File: src/rtl/rk4_tx_framer_if.sv
// Handshake bundle between the RK4 solver, the record framer and uart_tx.
// Transfers: rec_valid&&rec_ready pushes a record, tx_valid is a one-cycle byte strobe, eos_ready pulses on the marker's last byte.
interface rk4_tx_framer_if;
    logic        rec_valid;
    logic [31:0] rec_ti;
    logic [31:0] rec_yi;
    logic        rec_ready;
    logic        eos_valid;
    logic        eos_ready;
    logic        tx_valid;
    logic [7:0]  tx_data;
    logic        tx_ready;

    // Environment side: drives records, end-of-stream requests and uart_tx readiness.
    modport master (
        output rec_valid, rec_ti, rec_yi, eos_valid, tx_ready,
        input  rec_ready, eos_ready, tx_valid, tx_data
    );

    // Framer side.
    modport slave (
        input  rec_valid, rec_ti, rec_yi, eos_valid, tx_ready,
        output rec_ready, eos_ready, tx_valid, tx_data
    );
endinterface

File: src/rtl/rk4_tx_framer.sv
// Buffers (ti, yi) records in a FIFO and serialises them little-endian onto uart_tx, then an end-of-stream marker.
// Optional macro RK4_FRAMER_CSUM_EN appends an XOR checksum byte to every record.
module rk4_tx_framer #(
    parameter int          FIFO_DEPTH = 4,
    parameter logic [31:0] MARKER     = 32'hDEADBEEF
) (
    input  logic                          clk,
    input  logic                          rst,
    rk4_tx_framer_if.slave                bus,
    output logic [$clog2(FIFO_DEPTH):0]   fifo_count,
    output logic [2:0]                    o_dbg_state
);
    localparam int PTR_W = $clog2(FIFO_DEPTH);
    localparam int CNT_W = PTR_W + 1;
`ifdef RK4_FRAMER_CSUM_EN
    localparam int          SHIFT_W   = 72;
    localparam logic [3:0]  REC_BYTES = 4'd9;
`else
    localparam int          SHIFT_W   = 64;
    localparam logic [3:0]  REC_BYTES = 4'd8;
`endif

    typedef enum logic [2:0] {
        S_IDLE      = 3'd0,
        S_LOAD      = 3'd1,
        S_SEND      = 3'd2,
        S_GAP       = 3'd3,
        S_MARK_LOAD = 3'd4,
        S_MARK_SEND = 3'd5,
        S_MARK_GAP  = 3'd6
    } state_t;

    state_t              r_state;
    state_t              w_state_next;
    logic [63:0]         r_mem [FIFO_DEPTH];
    logic [PTR_W-1:0]    r_wr_ptr;
    logic [PTR_W-1:0]    r_rd_ptr;
    logic [CNT_W-1:0]    r_count;
    logic [CNT_W-1:0]    w_count_next;
    logic                r_rec_ready;
    logic [SHIFT_W-1:0]  r_shift;
    logic [3:0]          r_byte_cnt;
    logic                w_push;
    logic                w_pop;
    logic                w_issue;
    logic [63:0]         w_head;
    logic [SHIFT_W-1:0]  w_load_word;

    // rec_ready is registered from the post-update count, so a pop never opens a slot in the same cycle.
    assign bus.rec_ready = r_rec_ready && !rst;
    assign w_push        = bus.rec_valid && bus.rec_ready;
    assign w_pop         = (r_state == S_LOAD);
    assign w_head        = r_mem[r_rd_ptr];
    assign fifo_count    = r_count;
    assign o_dbg_state   = r_state;

`ifdef RK4_FRAMER_CSUM_EN
    logic [7:0] w_csum;
    always_comb begin
        w_csum = 8'h00;
        for (int i = 0; i < 8; i++) begin
            w_csum = w_csum ^ w_head[8*i +: 8];
        end
    end
    assign w_load_word = {w_csum, w_head};
`else
    assign w_load_word = w_head;
`endif

    always_comb begin
        w_count_next = r_count;
        if (w_push && !w_pop) begin
            w_count_next = r_count + 1'b1;
        end else if (!w_push && w_pop) begin
            w_count_next = r_count - 1'b1;
        end
    end

    always_ff @(posedge clk) begin
        if (w_push) begin
            r_mem[r_wr_ptr] <= {bus.rec_yi, bus.rec_ti};
        end
    end

    always_ff @(posedge clk) begin
        if (rst) begin
            r_wr_ptr    <= '0;
            r_rd_ptr    <= '0;
            r_count     <= '0;
            r_rec_ready <= 1'b1;
        end else begin
            if (w_push) begin
                r_wr_ptr <= r_wr_ptr + 1'b1;
            end
            if (w_pop) begin
                r_rd_ptr <= r_rd_ptr + 1'b1;
            end
            r_count     <= w_count_next;
            r_rec_ready <= (w_count_next != CNT_W'(FIFO_DEPTH));
        end
    end

    always_ff @(posedge clk) begin
        if (rst) begin
            r_state <= S_IDLE;
        end else begin
            r_state <= w_state_next;
        end
    end

    // Records win over end-of-stream in IDLE, so the marker never lands inside or ahead of buffered data.
    always_comb begin
        w_state_next = r_state;
        w_issue      = 1'b0;
        case (r_state)
            S_IDLE: begin
                if (r_count != '0) begin
                    w_state_next = S_LOAD;
                end else if (bus.eos_valid) begin
                    w_state_next = S_MARK_LOAD;
                end
            end
            S_LOAD: w_state_next = S_SEND;
            S_SEND: begin
                if (bus.tx_ready) begin
                    w_issue      = 1'b1;
                    w_state_next = S_GAP;
                end
            end
            S_GAP: w_state_next = (r_byte_cnt != 4'd0) ? S_SEND : S_IDLE;
            S_MARK_LOAD: w_state_next = S_MARK_SEND;
            S_MARK_SEND: begin
                if (bus.tx_ready) begin
                    w_issue      = 1'b1;
                    w_state_next = (r_byte_cnt == 4'd1) ? S_IDLE : S_MARK_GAP;
                end
            end
            S_MARK_GAP: w_state_next = (r_byte_cnt != 4'd0) ? S_MARK_SEND : S_IDLE;
            default: w_state_next = S_IDLE;
        endcase
    end

    always_ff @(posedge clk) begin
        if (rst) begin
            r_shift    <= '0;
            r_byte_cnt <= 4'd0;
        end else begin
            case (r_state)
                S_LOAD: begin
                    r_shift    <= w_load_word;
                    r_byte_cnt <= REC_BYTES;
                end
                S_MARK_LOAD: begin
                    r_shift    <= {{(SHIFT_W-32){1'b0}}, MARKER};
                    r_byte_cnt <= 4'd4;
                end
                S_SEND, S_MARK_SEND: begin
                    if (w_issue) begin
                        r_shift    <= r_shift >> 8;
                        r_byte_cnt <= r_byte_cnt - 4'd1;
                    end
                end
                default: ;
            endcase
        end
    end

    assign bus.tx_valid  = w_issue && !rst;
    assign bus.tx_data   = bus.tx_valid ? r_shift[7:0] : 8'h00;
    assign bus.eos_ready = bus.tx_valid && (r_state == S_MARK_SEND) && (r_byte_cnt == 4'd1);
endmodule

File: src/flat_wrapper.sv
// flat-port wrapper written by rule: the top's interface ports become plain ports
module rk4_tx_framer_flat 
#(
    parameter int          FIFO_DEPTH = 4,
    parameter logic [31:0] MARKER     = 32'hDEADBEEF
)
  (clk, rst, fifo_count, o_dbg_state, bus_rec_valid, bus_rec_ti, bus_rec_yi, bus_eos_valid, bus_tx_ready, bus_rec_ready, bus_eos_ready, bus_tx_valid, bus_tx_data);
  rk4_tx_framer_if bus_i ();
  input  logic clk;
  input  logic rst;
  output logic [$clog2(FIFO_DEPTH):0] fifo_count;
  output logic [2:0] o_dbg_state;
  input wire logic [$bits(bus_i.rec_valid)-1:0] bus_rec_valid;
  input wire logic [$bits(bus_i.rec_ti)-1:0] bus_rec_ti;
  input wire logic [$bits(bus_i.rec_yi)-1:0] bus_rec_yi;
  input wire logic [$bits(bus_i.eos_valid)-1:0] bus_eos_valid;
  input wire logic [$bits(bus_i.tx_ready)-1:0] bus_tx_ready;
  output wire logic [$bits(bus_i.rec_ready)-1:0] bus_rec_ready;
  output wire logic [$bits(bus_i.eos_ready)-1:0] bus_eos_ready;
  output wire logic [$bits(bus_i.tx_valid)-1:0] bus_tx_valid;
  output wire logic [$bits(bus_i.tx_data)-1:0] bus_tx_data;
  assign bus_i.rec_valid = bus_rec_valid;
  assign bus_i.rec_ti = bus_rec_ti;
  assign bus_i.rec_yi = bus_rec_yi;
  assign bus_i.eos_valid = bus_eos_valid;
  assign bus_i.tx_ready = bus_tx_ready;
  assign bus_rec_ready = bus_i.rec_ready;
  assign bus_eos_ready = bus_i.eos_ready;
  assign bus_tx_valid = bus_i.tx_valid;
  assign bus_tx_data = bus_i.tx_data;
  rk4_tx_framer #(.FIFO_DEPTH(FIFO_DEPTH), .MARKER(MARKER)) u_core (.clk(clk), .rst(rst), .bus(bus_i), .fifo_count(fifo_count), .o_dbg_state(o_dbg_state));
endmodule
File: config.mk
export PLATFORM = sky130hd
export DESIGN_NAME = rk4_tx_framer_flat
export DESIGN_NICKNAME = d
export VERILOG_FILES = /design/src/rtl/rk4_tx_framer_if.sv /design/src/rtl/rk4_tx_framer.sv /design/src/flat_wrapper.sv
export SDC_FILE = /design/constraint.sdc
export NUM_CORES = 1
export LEC_CHECK = 0
export ABC_AREA = 1
export BUFFER_PORTS_ARGS = -buffer_cell sky130_fd_sc_hd__buf_2
export CAP_MARGIN = 10
export CORE_ASPECT_RATIO = 0.9
export CORE_MARGIN = 10
export CORE_UTILIZATION = 60
export DETAILED_ROUTE_END_ITERATION = 8
export PLACE_DENSITY = 0.81
export SYNTH_ARGS = -nofsm -noshare
export SYNTH_HDL_FRONTEND = slang
export SYNTH_SLANG_ARGS = --single-unit
File: constraint.sdc
create_clock -name clk -period 9.5 [get_ports clk]
set_input_delay 0.475 -clock clk [delete_from_list [all_inputs] [get_ports clk]]
set_output_delay 0.475 -clock clk [all_outputs]
set_load 0.005 [all_outputs]
# After elaboration in Yosys (flattened, before gate mapping)
# Memory sizes are Yosys's and may differ from the RTL's. A register that Yosys moved wholly into a read port is not among the register bits.
# Cells that the tools add are included.
# totals
ff_bits	79
mem_bits_rw	256
inputBits	69
output_inout_bits	17
memories	1
# memory_table
name	depth	word_bits	read_ports	rd_ports_with_merged_regs	write_ports	line_no	rtl
u_core.r_mem	4	64	1	1	1	rk4_tx_framer.sv:35	logic [63:0] r_mem [FIFO_DEPTH];
# op_classes
n_addsub	5
eq_ne	12
mux	21
n_reduce_logical	17
# ops
cell	count
64-bit case mux with 3 select lines	1
64-bit 2-to-1 mux	1
3-bit 2-to-1 mux	8
3-bit case mux with 7 select lines	1
4-bit case mux with 3 select lines	1
3-bit equality test (second input constant)	3
8-bit 2-to-1 mux	1
1-bit logical AND	7
3-bit by 2-bit equality test with 1-bit output (second input constant)	2
2-bit 2-to-1 mux	3
3-bit nonzero test	2
2-bit by 1-bit adder with 2-bit output (second input constant)	2
4-bit by 1-bit equality test with 1-bit output (second input constant)	1
1-bit 2-to-1 mux	4
4-bit 2-to-1 mux	1
2-bit != test (second input constant)	2
4-bit nonzero test	1
4-bit by 1-bit subtractor with 4-bit output (second input constant)	1
3-bit by 1-bit adder with 3-bit output (second input constant)	1
3-bit by 1-bit equality test with 1-bit output (second input constant)	1
1-bit zero test	3
3-bit zero test	1
3-bit by 2-bit != test with 1-bit output (second input constant)	1
3-bit != test (second input constant)	1
5 further kinds	5

# Longest topological paths before layout
# Gate-level depths: netlist (run 1).
# depth
ltp_word	8
mapped_depth	12
ltp_nobuf	10

# Worst setup path after synthesis (run 1)
# Ideal clock, no wire load.
# synth_path
path_type	input port to flip-flop
from	in rst
to	mem u_core.r_mem[0][0] (enable)
t_arrival_ns	3.629
required_time_ns	9.013
path_slack_ns	5.385
path_stages	4
n_path_buf	1
path_cell_list	buf_2 -> inv_2 -> nand3_2 -> nor2_1
# synth_via
elab_chain_cells	5
# synth_rtl
item	line_no	rtl
start: declaration	flat_wrapper.sv:10	input logic rst;
1-bit zero test	rk4_tx_framer.sv:50	assign bus.rec_ready = r_rec_ready && !rst;
1-bit logical AND	rk4_tx_framer.sv:50	
1-bit logical AND	rk4_tx_framer.sv:51	assign w_push = bus.rec_valid && bus.rec_ready;
1-bit 2-to-1 mux	rk4_tx_framer.sv:80	if (w_push) begin
1-bit 2-to-1 mux (not written as such)	rk4_tx_framer.sv:81	r_mem[r_wr_ptr] <= {bus.rec_yi, bus.rec_ti};
end: declaration	rk4_tx_framer.sv:35	
# No other way between the ends.

# Worst setup path after layout (run 1)
# layout_path
from	reg u_core.r_state[1] (netlist: u_core.o_dbg_state[1])
to	reg u_core.r_shift[26]
# layout_via
elab_chain_cells	5
# layout_rtl
item	line_no	rtl
start: declaration	rk4_tx_framer.sv:33	state_t r_state;
start signal: assignment	rk4_tx_framer.sv:107	r_state <= w_state_next;
3-bit by 2-bit equality test with 1-bit output / 3-bit equality test (equally long branches)	rk4_tx_framer.sv:115, rk4_tx_framer.sv:148	
2-bit OR reduction (no source line)	--	
1-bit 2-to-1 mux	--	
2-bit by 1-bit != test with 1-bit output (no source line)	--	
2-bit AND reduction (no source line)	--	
end signal: assignment	rk4_tx_framer.sv:150	r_shift <= w_load_word;
end signal: assignment	rk4_tx_framer.sv:154	r_shift <= {{(SHIFT_W-32){1'b0}}, MARKER};
end signal: assignment	rk4_tx_framer.sv:159	r_shift <= r_shift >> 8;
end: declaration	rk4_tx_framer.sv:41	logic [SHIFT_W-1:0] r_shift;
# Parallel ways exist; a longest one is shown, timed or not.
# A chain may end at the register's enable or synchronous reset.

==> results.ini, run 1 <==
[critical_path]
path_max_fanout=58
worst_r2r_path_depth=9
end_kind=register
crit_type=register to register
startpoint_type=register
worstPathRequired_ps=9890
r2r_setup_slack_ps=6120
crit_arrival_ps=3770

[die]
core_sq_mm=0.0226
initial_core_util_pct=61.4
die_width_microns=180
die-area_sq_mm=0.0297
rows=52
io_pins=86
fp.dieH_microns=164

[synth]
synth_cell_types=30
synth_top_area_share_pct=55.3
synth_seq_cells=337
synth_area_leaders=edfxtp_1 55%, dfxtp_1 12%, nor2_1 9.6%
synth_most_common_cell=nor2_1
synth-edff-count=256
synth.avg_cell_area_sq_um=9.86
ys_seq_area_share_pct=67.0
yosys.area.top_type=edfxtp_1
synthTopCellsByCount=354 x nor2_1, 322 x nand2_1, 256 x edfxtp_1
syn_area_sq_mm=0.0139
synth_warnings=0
syn-instance-count=1410
synth-main-ff-cell=edfxtp_1
synthArstFlopShare_pct=0
syn_nets=1489

[placement]
dpl.hpwl_mm=16.5
place_congestion=0.833
port_buffers=85
place_worst_setup_slack_ps=6200

[global_route]
grt_max_degree=85
grt_pass1_vias=9396
antenna_found_initial=0
grtUsageTotal_pct=19.1
use_met3_pct=3.04
globalRoute.totalOverflow=0
grtUsageMet2_pct=33.5
grt_pass1_wl_mm=46.6
globalRouteMet1Util_pct=23.8
busiest_layer=met2

[drt]
drc=0
first_iter_violations=717
postRouteAntennaNets=0
wl_per_cell_microns=16.4
viasPerCell=5.39
drtPass1Iterations=5
vias=9630
finalWirelength_mm=29.3

[clock_tree]
cts_resized=0
clock_path_buffers=3
cts_buffers=34
post_cts_buffers=0
insertion_delay_ps=510
cts_tree=done
clock-sinks=337
cts_hold_buf=0
htree_levels=2
cts.clk_slew.worst_paths_ps=60
root_buffer=clkbuf_16

[timing]
setup_viol=0
max_freq_mhz=296
tns_ps=0
tightest_slew_ps=1110
hold_violations=0
skew_ps=11.5
maxSlewViolCount=0
grt_setup_unrepaired=no
slew_headroom_pct=25.9
post-route-min-period_ps=3380
period_share_pct=35.6
fin_ws_ps=6120

[hold_path]
hold_class=input pin to register
hold_depth=1

[final_layout]
layout-drive-gt1-share_pct=11.5
finalNetCount=1543
area_growth_pct=12.2
insertedDiodeCount=0

[status]
status=finished clean

[power_and_ir_drop]
powerDensity_mw_per_mm2=279
vdd_ir_drop_max_uv=194
power.leakage_nw=6.28
total_power_w=0.00436

[run]
cap_violations=0

-- cell usage in the layout (no fill, tap or decap), types with 2 or more instances in the layout --
cell / netlist / layout
clkbuf_1: 21 / 5
nor2_1: 354 / 350
nand3_2: 4 / 4
clkbuf_16: 0 / 38
dfxtp_1: 81 / 79
clkinv_2: 0 / 5
o21ai_0: 136 / 136
nand2_2: 5 / 5
ha_1: 10 / 10
bufinv_16: 0 / 2
clkbuf_8: 0 / 6
o21bai_1: 2 / 2
clkinv_1: 0 / 6
nand2_1: 322 / 322
nor3_1: 2 / 2
nor2_4: 1 / 5
o21ai_1: 30 / 30
nand3_1: 32 / 32
nand4_1: 2 / 2
a21oi_1: 29 / 29
buf_2: 34 / 85
edfxtp_1: 256 / 256
xor2_1: 2 / 2
inv_2: 6 / 6
inv_1: 52 / 52
buf_4: 7 / 10
-- power breakdown --
| part | switching [W] | total (W) | internal [W] |
|---|---|---|---|
| sequential | 0.0000978 | 0.00184 | 0.00174 |
| combinational | 0.000815 | 0.00116 | 0.000350 |
| clock | 0.000530 | 0.00135 | 0.000824 |
-- final timing paths --
path                                       startpoint             endpoint
worst max-delay path            u_core.o_dbg_state[1]   u_core.r_shift[26]
worst min-delay path                   bus_rec_yi[26]  u_core.r_mem[0][58]
worst max register to register  u_core.o_dbg_state[1]   u_core.r_shift[26]
worst min register to register     u_core.r_shift[15]   u_core.r_shift[15]
-- flip-flops by register name, summed over array words and instances (netlist names), named ones only --
register and cells:
u_core.fifo_count 3, u_core.o_dbg_state 3, u_core.r_byte_cnt 4, u_core.r_mem 256, u_core.r_rd_ptr 2, u_core.r_rec_ready 1, u_core.r_shift 64, u_core.r_wr_ptr 2
-- critical path: stages, from the launching register on --
cell and delay, ps:
dfxtp_1 480, inv_2 70, nand3_2 130, nand2_4 370
nor2_4 990, nand2_1 150, nand2_2 780, nand2_1 110
nand2_1 100, nor2_1 40
-- stage by stage --
stage / std cells / cell area, sq um / util, % / hold WS (ps)
2_1_floorplan: 1410 / 13900 / - / 455
3_5_place_dp: 1725 / 14400 / 63.7 / 472
6_report: 1787 / 15600 / 68.9 / 183
5_1_grt: 1787 / 15600 / 68.9 / 171
3_3_place_gp: 1725 / 14400 / 63.7 / 461
4_1_cts: 1787 / 15600 / 68.9 / 165
-- routing by layer --
layer  wire [microns]  part of all wire [%]
met1            12400                    42
met2            14600                    50
met3             1590                   5.4
met4              719                   2.5
met5                0                     0
-- layout make-up --
cell class                      instances  area, sq um
Clock buffer                           49         1050
Clock inverter                         13          108
Fill cell                            1625         7050
Inverter                               58          218
Multi-Input combinational cell        938         4030
Sequential cell                       337         9310
Tap cell                              297          372
Timing Repair Buffer                   95          500
-- cells by family after synthesis --
family,Yosys count,synth area share (%)
and+or+nand+nor,728,20.6
xor gates and xnor gates,2,0.126
AOI/OAI and AO/OA,198,7.18
DFF,337,67.0
buffers and inverters,135,4.25
adders and majority gates,10,0.900
No activity file was read; power rests on OpenSTA's default activity.
==> run 2: changes to the inputs <==
--- a/config.mk
+++ b/config.mk
@@ -5,7 +5,7 @@
 export SDC_FILE = /design/constraint.sdc
 export NUM_CORES = 1
 export LEC_CHECK = 0
-export ABC_AREA = 1
+export ABC_AREA = 0
 export BUFFER_PORTS_ARGS = -buffer_cell sky130_fd_sc_hd__buf_2
 export CAP_MARGIN = 10
 export CORE_ASPECT_RATIO = 0.9
==> constraint.sdc (replaced) <==
create_clock -name clk -period 3.5 [get_ports clk]
set_input_delay 0.175 -clock clk [delete_from_list [all_inputs] [get_ports clk]]
set_output_delay 0.175 -clock clk [all_outputs]
set_load 0.005 [all_outputs]
==> results.ini, run 2 <==
[status]
status=finished clean

[synth]
synth_top_area_share_pct=58.2
synth-main-ff-cell=edfxtp_1
synth_most_common_cell=edfxtp_1
synth_warnings=0
synth-edff-count=256
ys_seq_area_share_pct=70.5
synth_compound_area_share_pct=6.62
synth_seq_cells=337
synth.avg_cell_area_sq_um=16.4
syn_nets=882
synth_adder_area_share_pct=0.948
synthArstFlopShare_pct=0
synthTopCellsByCount=256 x edfxtp_1, 81 x dfxtp_1, 76 x nor2_1
yosys.area_share.simple_pct=8.00
synth_top_family_by_area=multiplexers
synth_xor_area_share_pct=0.265
yosys.area.top_type=edfxtp_1
synth_cell_types=54
syn_area_sq_mm=0.0132
syn-instance-count=803
synth_area_leaders=edfxtp_1 58%, dfxtp_1 12%, mux4_2 11%
muxShareOfSynthArea_pct=10.9

[die]
die_width_microns=176
rows=51
core_sq_mm=0.0216
initial_core_util_pct=61.0
io_pins=86
fp.dieH_microns=161
die-area_sq_mm=0.0283

[global_route]
globalRoute.totalOverflow=0
grtUsageTotal_pct=19.1
antenna_found_initial=2
grt_pass1_wl_mm=43.0
grt_pass1_vias=7764
grt_max_degree=85

[critical_path]
end_kind=output pin
cpMaxStageDelayCell=dfxtp_1
crit_buf_inv=2
crit_chain=buf_4 -> nand3b_1 -> and2_4 -> nor3_4 -> and2_1 -> buf_2
crit_arrival_ps=2720
critical_path.top_delay_family=simple AND/OR/NAND/NOR gates
startpoint_type=register
worstPathRequired_ps=3320
crit_type=register to output pin
cpPeakStageDelay_ps=660
path_max_fanout=25

[final_layout]
fin_cells=1264
largest_reg_flops=256
finalCoreUtilization_pct=72.0
reg_top3=u_core.r_mem x256, u_core.r_shift x64, u_core.r_byte_cnt x4
mostFrequentLayoutCells=256 x edfxtp_1, 85 x buf_2, 79 x dfxtp_1
mostFrequentLayoutCell=edfxtp_1
regMostFlops=u_core.r_mem
area_growth_pct=18.1
layout-drive-gt1-share_pct=25.2
finalNetCount=1026

[clock_tree]
insertion_delay_ps=560
clock_path_buffers=3
root_buffer=clkbuf_16
cts_hold_buf=64
htree_levels=1
cts.clk_slew.worst_paths_ps=60
clock-sinks=337
cts_resized=0
post_cts_buffers=0
cts_tree=done
cts_buffers=31

[power_and_ir_drop]
power.leakage_nw=5.28
vdd_ir_drop_max_uv=589
total_power_w=0.0117
powerDensity_mw_per_mm2=753

[drt]
postRouteAntennaNets=0
drtPass1Iterations=5
wl_per_cell_microns=21.5
first_iter_violations=678
drc=0
finalWirelength_mm=27.2
viasPerCell=6.06
vias=7656

[timing]
period_share_pct=82.7
post-route-min-period_ps=2890
tns_ps=0
max_freq_mhz=346
skew_ps=15.5
grt_setup_unrepaired=no
tightest_slew_ps=982
fin_ws_ps=607
maxSlewViolCount=0
hold_violations=0
setup_viol=0
slew_headroom_pct=34.5

[placement]
dpl.hpwl_mm=16.1
place_worst_setup_slack_ps=879
port_buffers=85
place_congestion=0.833
dp_cells=1141

[hold_path]
hold_class=input pin to register

[run]
cap_violations=0

==> run 2: cell count changes in the layout (fill, tap and decap cells not counted), sizes merged, moves of 49 or more <==
cell / change
inv: -49
dlygate4sd3: +64
nor2: -279
mux4: +64
nand2: -278
o21ai: -150
==> run 2: stage by stage <==
stage | instance area [sq um] | hold slack, ps
CTS | 15600 | 22.6
detailed placement | 13900 | 394
global placement | 13900 | 389
finish | 15600 | 36.7
floorplan | 13200 | 274
global route | 15600 | 64.0
==> run 2: worst min-delay path, cell delays in order <==
cell and delay [ps]:
buf_2 200, nand2_1 90, a2111oi_0 80
==> run 2: cells by family (layout without fill, tap and decap cells) <==
kind of cell | count (synthesis) | in the layout
flip-flops | 337 | 337
XOR/XNOR | 4 | 4
other | 0 | 1
AO/OA/AOI/OAI | 106 | 106
adder cells (fa/ha/maj) | 10 | 10
buffers and inverters | 64 | 233
AND/OR/NAND/NOR | 218 | 218
multiplexers | 64 | 64
==> run 2: per-layer routing <==
layer / global-route usage [%] / share of wire, % / vias up
met3: 3.73 / 6.5 / 52
met4: 4.96 / 2.3 / 2
li1: - / - / 3468
met2: 30.3 / 49 / 266
met1: 26.6 / 42 / 3868
met5: 0 / 0.026 / -
==> run 2: layout make-up <==
type	count	area [sq um]
Fill cell	1358	6050
Timing Repair Buffer	167	1250
Clock inverter	11	62.6
Tap cell	291	364
Clock buffer	47	1010
Antenna cell	1	2.50
Inverter	8	30.0
Multi-Input combinational cell	402	3550
Sequential cell	337	9310
==> run 2: worst paths after layout <==
kind	from	cells after the start	endpoint	slack, ps
setup / recovery	u_core.o_dbg_state[2]	6	bus_tx_data[4]	610
hold / removal	bus_tx_ready	3	u_core.o_dbg_state[1]	40
setup reg to reg	u_core.o_dbg_state[0]	6	u_core.r_shift[41]	850
hold reg to reg	u_core.r_shift[56]	2	u_core.r_shift[56]	460
==> run 2: where the power goes <==
part | total [W] | internal (W) | switching [W]
clock network | 0.00342 | 0.00199 | 0.00143
registers | 0.00526 | 0.00485 | 0.000410
logic | 0.00305 | 0.00132 | 0.00173
